File: src/rtl/kanagawa_delay_pkg.sv
// Shared definitions for the fixed-latency delay line: implementation
// selection, address-width helper and the LUTRAM crossover point.
package kanagawa_delay_pkg;

  // Below this delay a flop chain is smaller and faster than a memory.
  localparam int LUTRAM_MIN_DELAY = 3;

  // Which structure a given parameter set elaborates into.
  typedef enum logic [1:0] {
    IMPL_WIRE      = 2'd0,
    IMPL_CHAIN     = 2'd1,
    IMPL_CHAIN_DSP = 2'd2,
    IMPL_LUTRAM    = 2'd3
  } impl_e;

  // clog2 that never returns 0, so a one-entry memory still has an address bit.
  function automatic int clog2_min1(input int n);
    return (n <= 2) ? 1 : $clog2(n);
  endfunction

  // Map the configuration parameters onto one implementation choice.
  function automatic impl_e select_impl(input int delay, input int use_lutram,
                                        input int use_dsp);
    if (delay == 0)                                        return IMPL_WIRE;
    else if (use_lutram != 0 && delay >= LUTRAM_MIN_DELAY) return IMPL_LUTRAM;
    else if (use_dsp != 0)                                 return IMPL_CHAIN_DSP;
    else                                                   return IMPL_CHAIN;
  endfunction

endpackage

File: src/rtl/kanagawa_delay_ram.sv
// Simple dual-port WIDTH x DEPTH distributed memory: synchronous write,
// asynchronous read. A read of the address being written in the same cycle
// returns the old word (read-before-write), which the circular buffer relies on.
// Contents are never reset.
module kanagawa_delay_ram
  import kanagawa_delay_pkg::*;
#(
  parameter int    WIDTH         = 16,
  parameter int    DEPTH         = 7,
  parameter int    AW            = clog2_min1(DEPTH),
  parameter string DEVICE_FAMILY = "Stratix10"
) (
  input  logic             clk,
  input  logic             i_wr_en,
  input  logic [AW-1:0]    i_wr_addr,
  input  logic [WIDTH-1:0] i_wr_data,
  input  logic [AW-1:0]    i_rd_addr,
  output logic [WIDTH-1:0] o_rd_data
);

  localparam bit IS_INTEL = (DEVICE_FAMILY == "Stratix10") ||
                            (DEVICE_FAMILY == "Agilex")    ||
                            (DEVICE_FAMILY == "Arria10")   ||
                            (DEVICE_FAMILY == "Cyclone10GX");

  if (IS_INTEL) begin : g_mlab
    (* ramstyle = "MLAB, no_rw_check" *)
    logic [WIDTH-1:0] r_mem [DEPTH];

    // Write port: one word per enabled clock.
    always_ff @(posedge clk) begin
      if (i_wr_en) r_mem[i_wr_addr] <= i_wr_data;
    end

    assign o_rd_data = r_mem[i_rd_addr];
  end else begin : g_dist
    (* ram_style = "distributed" *)
    logic [WIDTH-1:0] r_mem [DEPTH];

    // Write port: one word per enabled clock.
    always_ff @(posedge clk) begin
      if (i_wr_en) r_mem[i_wr_addr] <= i_wr_data;
    end

    assign o_rd_data = r_mem[i_rd_addr];
  end

endmodule

File: src/rtl/kanagawa_fixed_delay_fifo.sv
// Free-running fixed-latency delay line. Every clock data_in is captured and
// reappears on data_out DELAY cycles later. Short delays use a flop chain,
// long delays a circular buffer in distributed RAM followed by an output flop
// (DEPTH = DELAY-1 memory slots plus that flop give DELAY stages).
module kanagawa_fixed_delay_fifo
  import kanagawa_delay_pkg::*;
#(
  parameter int    WIDTH         = 16,
  parameter int    DELAY         = 8,
  parameter int    USE_LUTRAM    = 1,
  parameter string DEVICE_FAMILY = "Stratix10",
  parameter int    USE_DSP       = 0
) (
  input  logic             clk,
  input  logic             rst,
  input  logic [WIDTH-1:0] data_in,
  output logic [WIDTH-1:0] data_out
);

  localparam impl_e IMPL = select_impl(DELAY, USE_LUTRAM, USE_DSP);

  if (IMPL == IMPL_WIRE) begin : g_wire
    // Zero delay: no state, clock and reset are intentionally unused.
    logic w_unused;
    assign w_unused = clk ^ rst;
    assign data_out = data_in;

  end else if (IMPL == IMPL_LUTRAM) begin : g_lutram
    localparam int DEPTH = DELAY - 1;
    localparam int AW    = clog2_min1(DEPTH);

    logic [AW-1:0]    r_ptr;
    logic [WIDTH-1:0] r_out;
    logic [WIDTH-1:0] w_rd_data;

    // Single pointer serves both ports; it wraps at DEPTH-1, not at 2**AW.
    always_ff @(posedge clk or negedge rst) begin
      if (!rst)                          r_ptr <= '0;
      else if (r_ptr == AW'(DEPTH - 1))  r_ptr <= '0;
      else                               r_ptr <= r_ptr + 1'b1;
    end

    // Writes are blocked while in reset so data_in is ignored there.
    kanagawa_delay_ram #(
      .WIDTH         (WIDTH),
      .DEPTH         (DEPTH),
      .AW            (AW),
      .DEVICE_FAMILY (DEVICE_FAMILY)
    ) u_ram (
      .clk       (clk),
      .i_wr_en   (rst),
      .i_wr_addr (r_ptr),
      .i_wr_data (data_in),
      .i_rd_addr (r_ptr),
      .o_rd_data (w_rd_data)
    );

    // Output register: the word written DEPTH cycles ago, read before overwrite.
    always_ff @(posedge clk or negedge rst) begin
      if (!rst) r_out <= '0;
      else      r_out <= w_rd_data;
    end

    assign data_out = r_out;

  end else if (IMPL == IMPL_CHAIN_DSP) begin : g_chain_dsp
    (* use_dsp = "yes", altera_attribute = "-name AUTO_SHIFT_REGISTER_RECOGNITION OFF" *)
    logic [WIDTH-1:0] r_stage [DELAY];

    // Shift chain, stage 0 captures data_in; all stages clear on reset.
    always_ff @(posedge clk or negedge rst) begin
      if (!rst) begin
        for (int k = 0; k < DELAY; k++) r_stage[k] <= '0;
      end else begin
        r_stage[0] <= data_in;
        for (int k = 1; k < DELAY; k++) r_stage[k] <= r_stage[k-1];
      end
    end

    assign data_out = r_stage[DELAY-1];

  end else begin : g_chain
    logic [WIDTH-1:0] r_stage [DELAY];

    // Shift chain, stage 0 captures data_in; all stages clear on reset.
    always_ff @(posedge clk or negedge rst) begin
      if (!rst) begin
        for (int k = 0; k < DELAY; k++) r_stage[k] <= '0;
      end else begin
        r_stage[0] <= data_in;
        for (int k = 1; k < DELAY; k++) r_stage[k] <= r_stage[k-1];
      end
    end

    assign data_out = r_stage[DELAY-1];
  end

endmodule

File: config.mk
export PLATFORM = sky130hd
export DESIGN_NAME = kanagawa_fixed_delay_fifo
export DESIGN_NICKNAME = d
export VERILOG_FILES = /design/src/rtl/kanagawa_delay_pkg.sv /design/src/rtl/kanagawa_delay_ram.sv /design/src/rtl/kanagawa_fixed_delay_fifo.sv
export SDC_FILE = /design/constraint.sdc
export NUM_CORES = 1
export LEC_CHECK = 0
export ABC_AREA = 1
export BUFFER_PORTS_ARGS = -buffer_cell sky130_fd_sc_hd__buf_4
export CORE_ASPECT_RATIO = 1.2
export CORE_MARGIN = 4
export CORE_UTILIZATION = 55
export CTS_BUF_LIST = sky130_fd_sc_hd__clkbuf_8
export DETAILED_ROUTE_END_ITERATION = 6
export PLACE_DENSITY = 0.7
export SYNTH_ARGS = -nofsm -noshare
export SYNTH_HDL_FRONTEND = slang
export SYNTH_HIERARCHICAL = 1
export SYNTH_SLANG_ARGS = --single-unit
File: constraint.sdc
create_clock -name clk -period 2.5 [get_ports clk]
set_clock_uncertainty 0.15 [all_clocks]
set_input_delay 0.125 -clock clk [delete_from_list [all_inputs] [get_ports clk]]
set_output_delay 0.125 -clock clk [all_outputs]
set_load 0.1 [all_outputs]
Yosys cells after proc, flatten, opt, wreduce, memory -nomap -nowiden
Memory sizes are Yosys's and may differ from the RTL's. A register that Yosys moved wholly into a read port is not among the register bits.
Index checks and enable logic that the tools add are counted.
Operators by class
  $add $sub $neg: 1
  equality and inequality tests: 1
  muxes and demuxes: 3
  reduce and logical (&&, ||, !) cells: 1
Operator list (count)
  $add A3 B1 Y3 const B: 1
  $eq A3 B3 Y1 const B: 1
  $mux W3: 1
  $mux W1: 2
  $logic_not A1 Y1: 1
Storage, ports and cells
  register bits: 3
  bits in writable memories: 112
  word-level logic and storage cells: 8
  memories: 1
Memories
  g_lutram.u_ram.g_mlab.r_mem: depth 7, width 16, read ports 1, clocked after Yosys merged registers in 1, write ports 1, RTL line kanagawa_delay_ram.sv:28  | logic [WIDTH-1:0] r_mem [DEPTH];

Depth between registers and ports, before layout
  word-level depth: 2
  depth in mapped cells: 8
  depth with buffers taken out: 6

Hierarchy
Netlist, hierarchy kept.
Modules (own cells, without submodules)
  kanagawa_delay_ram: times used 1, cells an instance 442, area an instance 4755.8 µm², sequential area each 3363.2 µm²
  kanagawa_fixed_delay_fifo: times used 1, cells an instance 30, area an instance 521.8 µm², sequential area each 475.5 µm²

Least setup slack after synthesis
Ideal clock, no wire load.
  kind: reg-to-reg
  from: register g_lutram.r_ptr[0]
  to: memory g_lutram.u_ram.g_mlab.r_mem[6][0], enable pin
  setup time: 409 ps
  arrival: 1734 ps
  data required time: 1941 ps
  slack: 206 ps
  stages on the path, launching flop included: 4
  buffers on the path: 0
  path through: dfrtp_1 inv_1 nand2_1 nor3_1
RTL lines
  from (decl): RTL line kanagawa_fixed_delay_fifo.sv:32  | logic [AW-1:0] r_ptr;
  from (signal assigned): RTL line kanagawa_fixed_delay_fifo.sv:40  | else r_ptr <= r_ptr + 1'b1;
  to (decl): RTL line kanagawa_delay_ram.sv:28
Straight into the memory's write port.

Worst setup path in the final report
  from: register g_lutram.r_ptr[1]
  to: memory g_lutram.u_ram.g_mlab.r_mem[0][10], enable pin
Straight into the memory's write port.

==> results.toml <==
[status]
status = "complete, no violations"

[drt]
via_count = 3405
wire_per_inst_um = 15.5
routed_wl_um = 10500
viasPerCell = 5.03
antenna_left = 0
drtPass1Iterations = 4
drt_iter0_drc = 265
drc = 0

[setup_path]
crit_path_start_kind = "register"
r2r-end = "g_lutram.u_ram/g_mlab.r_mem[0][10]$_DFFE_PP_"
rr_worst_depth = 5
critPathRequiredTime_ps = 2470
crit_chain = "buf_4, inv_1, nand2_1, nor2_1, buf_4"
r2r_start = "g_lutram.r_ptr[1]$_DFF_PN0_"
crit_path_max_incr_delay_ps = 490
cp-end-kind = "register"
crit_top_cell = "buf_4"
path_max_fanout = 8
crit_slowest_cell = "dfrtp_1"
arrival_ps = 1890
rrSetupSlack_ps = 580
path_class = "reg -> reg"
path_buf_inv = 3
crit_family = "buffers and inverters"
crit_start = "g_lutram.r_ptr[1]$_DFF_PN0_"

[timing]
slew_viol_final = 0
fin_crit_ps = 1920
max_freq_mhz = 522
rsz0062_at_grt = "false"
hold_viol = 0
hold_ws_ps = 325
slew_headroom_pct = 27.0
finalSetupTns_ps = 0
setup_viol = 0
tightest_slew_ps = 1090
min_period_over_period_pct = 76.6
fin_ws_ps = 584

[die]
coreArea_um2 = 9220
die_h_um = 115
start_util_pct = 57.2
rows = 38
dieArea_um2 = 11200
io_pins = 34
die_x_um = 97.4

[hold_path]
worstHoldPathCells = 2
min_to = "g_lutram.u_ram/g_mlab.r_mem[0][1]$_DFFE_PP_"
hold_start = "data_in[1]"
hold_class = "in -> reg"

[logic_synthesis]
async_flop_share_pct = 14.5
ys_seq_elements = 131
synth_largest_area_cell = "edfxtp_1"
syn_inst = 472
synth_commonest_cells = "nand2_1 (159), edfxtp_1 (112), inv_1 (71), nand3_1 (60), dfrtp_1 (19)"
synth_most_common_cell = "nand2_1"
synth.top_cell.area_share_pct = 63.7
ys_warn_count = 6
synth_area_um2 = 5280
synth_nets = 490
synth-edff-count = 112
netlist_top_cells_area = "edfxtp_1 (64%), nand2_1 (11%), dfrtp_1 (9.0%)"
synth.avg_cell_area_um2 = 11.2
yosysSeqAreaShare_pct = 72.7
synth.distinct_cells = 16
synthFlopType = "edfxtp_1"

[power]
p_sw_share_pct = 19.1
p_int_w = 0.00326
power_density_nw_per_um2 = 642
ir_drop_uv = 411
power_switching_w = 0.000769
power.share.combinational_pct = 2.1
power_frac_clock_pct = 38.5
total_leakage_power_nw = 2.76
seqPwrFrac_pct = 59.4

[cts]
cts_hold_buf = 18
post_cts_buffers = 0
h-tree-depth = 4
clock_tree.root_cell = "clkbuf_8"
ctsResizeCount = 0
cts_buffer_depth = 2
clk_pin_slew_worst_paths_ps = 70
tritoncts = "yes"
cts_buffers = 17
clkSinkCount = 131
clk_latency_ps = 420

[cells_and_area]
area_delta_synth_final_pct = 18.8
multiInputGateArea_um2 = 1050
fillers = 690
antenna_cells = 0
drive_gt1_share_pct = 17.2
regArea_um2 = 3840
final_cells = 677
fin_nets = 563

[global_routing]
grt_overflow = 0
grt_max_degree = 37
grt_pass1_wl_um = 17400
antenna_found_initial = 0
grt_pass1_vias = 3488
grt_use_total_pct = 20.6

[placement]
post-place-ws_ps = 643
port_buffers = 33
post-dp-hpwl_um = 6640
dp.cells = 628
gp_congestion = 0.858

[job]
drv_cap = 0
==> power groups by stage <==
stage,combinational (W),clock [W],sequential [W]
after CTS,0.0000874,0.00159,0.00239
after floorplan,0.00000465,0,0.00244
after detailed placement,0.0000643,0,0.00244
after global placement,0.0000616,0,0.00244
final,0.0000860,0.00155,0.00239
after global routing,0.0000951,0.00170,0.00239
==> registers in the layout, indices dropped and copies added, names as in the netlist <==
signal,flops
g_lutram.r_ptr,3
data_out,16
g_lutram.u_ram/g_mlab.r_mem,112
==> layout by cell type, fill, tap and decap left out, types with 4 or more instances in the layout <==
cell type,count
edfxtp_1,112
clkinv_2,4
inv_1,75
nand3_1,60
nor2_1,14
dfrtp_1,19
clkbuf_8,20
or2_2,12
dlygate4sd3_1,18
buf_4,55
nand2_1,159
==> cell families after synthesis <==
| family | count (synthesis) | synth area share (%) |
|---|---|---|
| AO/OA/AOI/OAI | 1 | 0.0947 |
| buffers and inverters | 93 | 7.52 |
| flip-flops | 131 | 72.7 |
| AND/OR/NAND/NOR | 247 | 19.7 |
==> worst max path at each step <==
stage | endpoint | slack [ps] | cells after the start
floorplan | g_lutram.u_ram/g_mlab.r_mem[6][0]$_DFFE_PP_ | 210 | 3
global placement | g_lutram.u_ram/g_mlab.r_mem[0][2]$_DFFE_PP_ | 680 | 5
detailed placement | g_lutram.u_ram/g_mlab.r_mem[0][2]$_DFFE_PP_ | 640 | 5
CTS | data_out[0]$_DFF_PN0_ | 600 | 3
global route | data_out[11]$_DFF_PN0_ | 460 | 3
finish | g_lutram.u_ram/g_mlab.r_mem[0][10]$_DFFE_PP_ | 580 | 5
==> per-layer routing <==
metal,track usage (%),vias to the layer above,part of all wire (%)
li1,-,1660,-
met1,24.2,1621,39
met2,35.0,97,53
met3,6.25,27,5.8
met4,9.51,0,2.9
met5,0,-,0
==> area by class of cell <==
type | count | area share [%]
inverters | 73 | 4.37
multi-input cells | 248 | 16.7
clock inverters | 11 | 1.16
clock buffers | 20 | 4.39
repair buffers | 74 | 9.78
flip-flops and latches | 131 | 61.2
well taps | 120 | 2.39
==> through the flow <==
stage	cell area (um^2)	util [%]	power, W
global placement	5740	62.3	0.00250
CTS	6270	68.0	0.00407
detailed placement	5740	62.3	0.00250
finish	6270	68.0	0.00403
global route	6270	68.0	0.00419
floorplan	5280	-	0.00244
No activity file was read; power rests on OpenSTA's default activity.
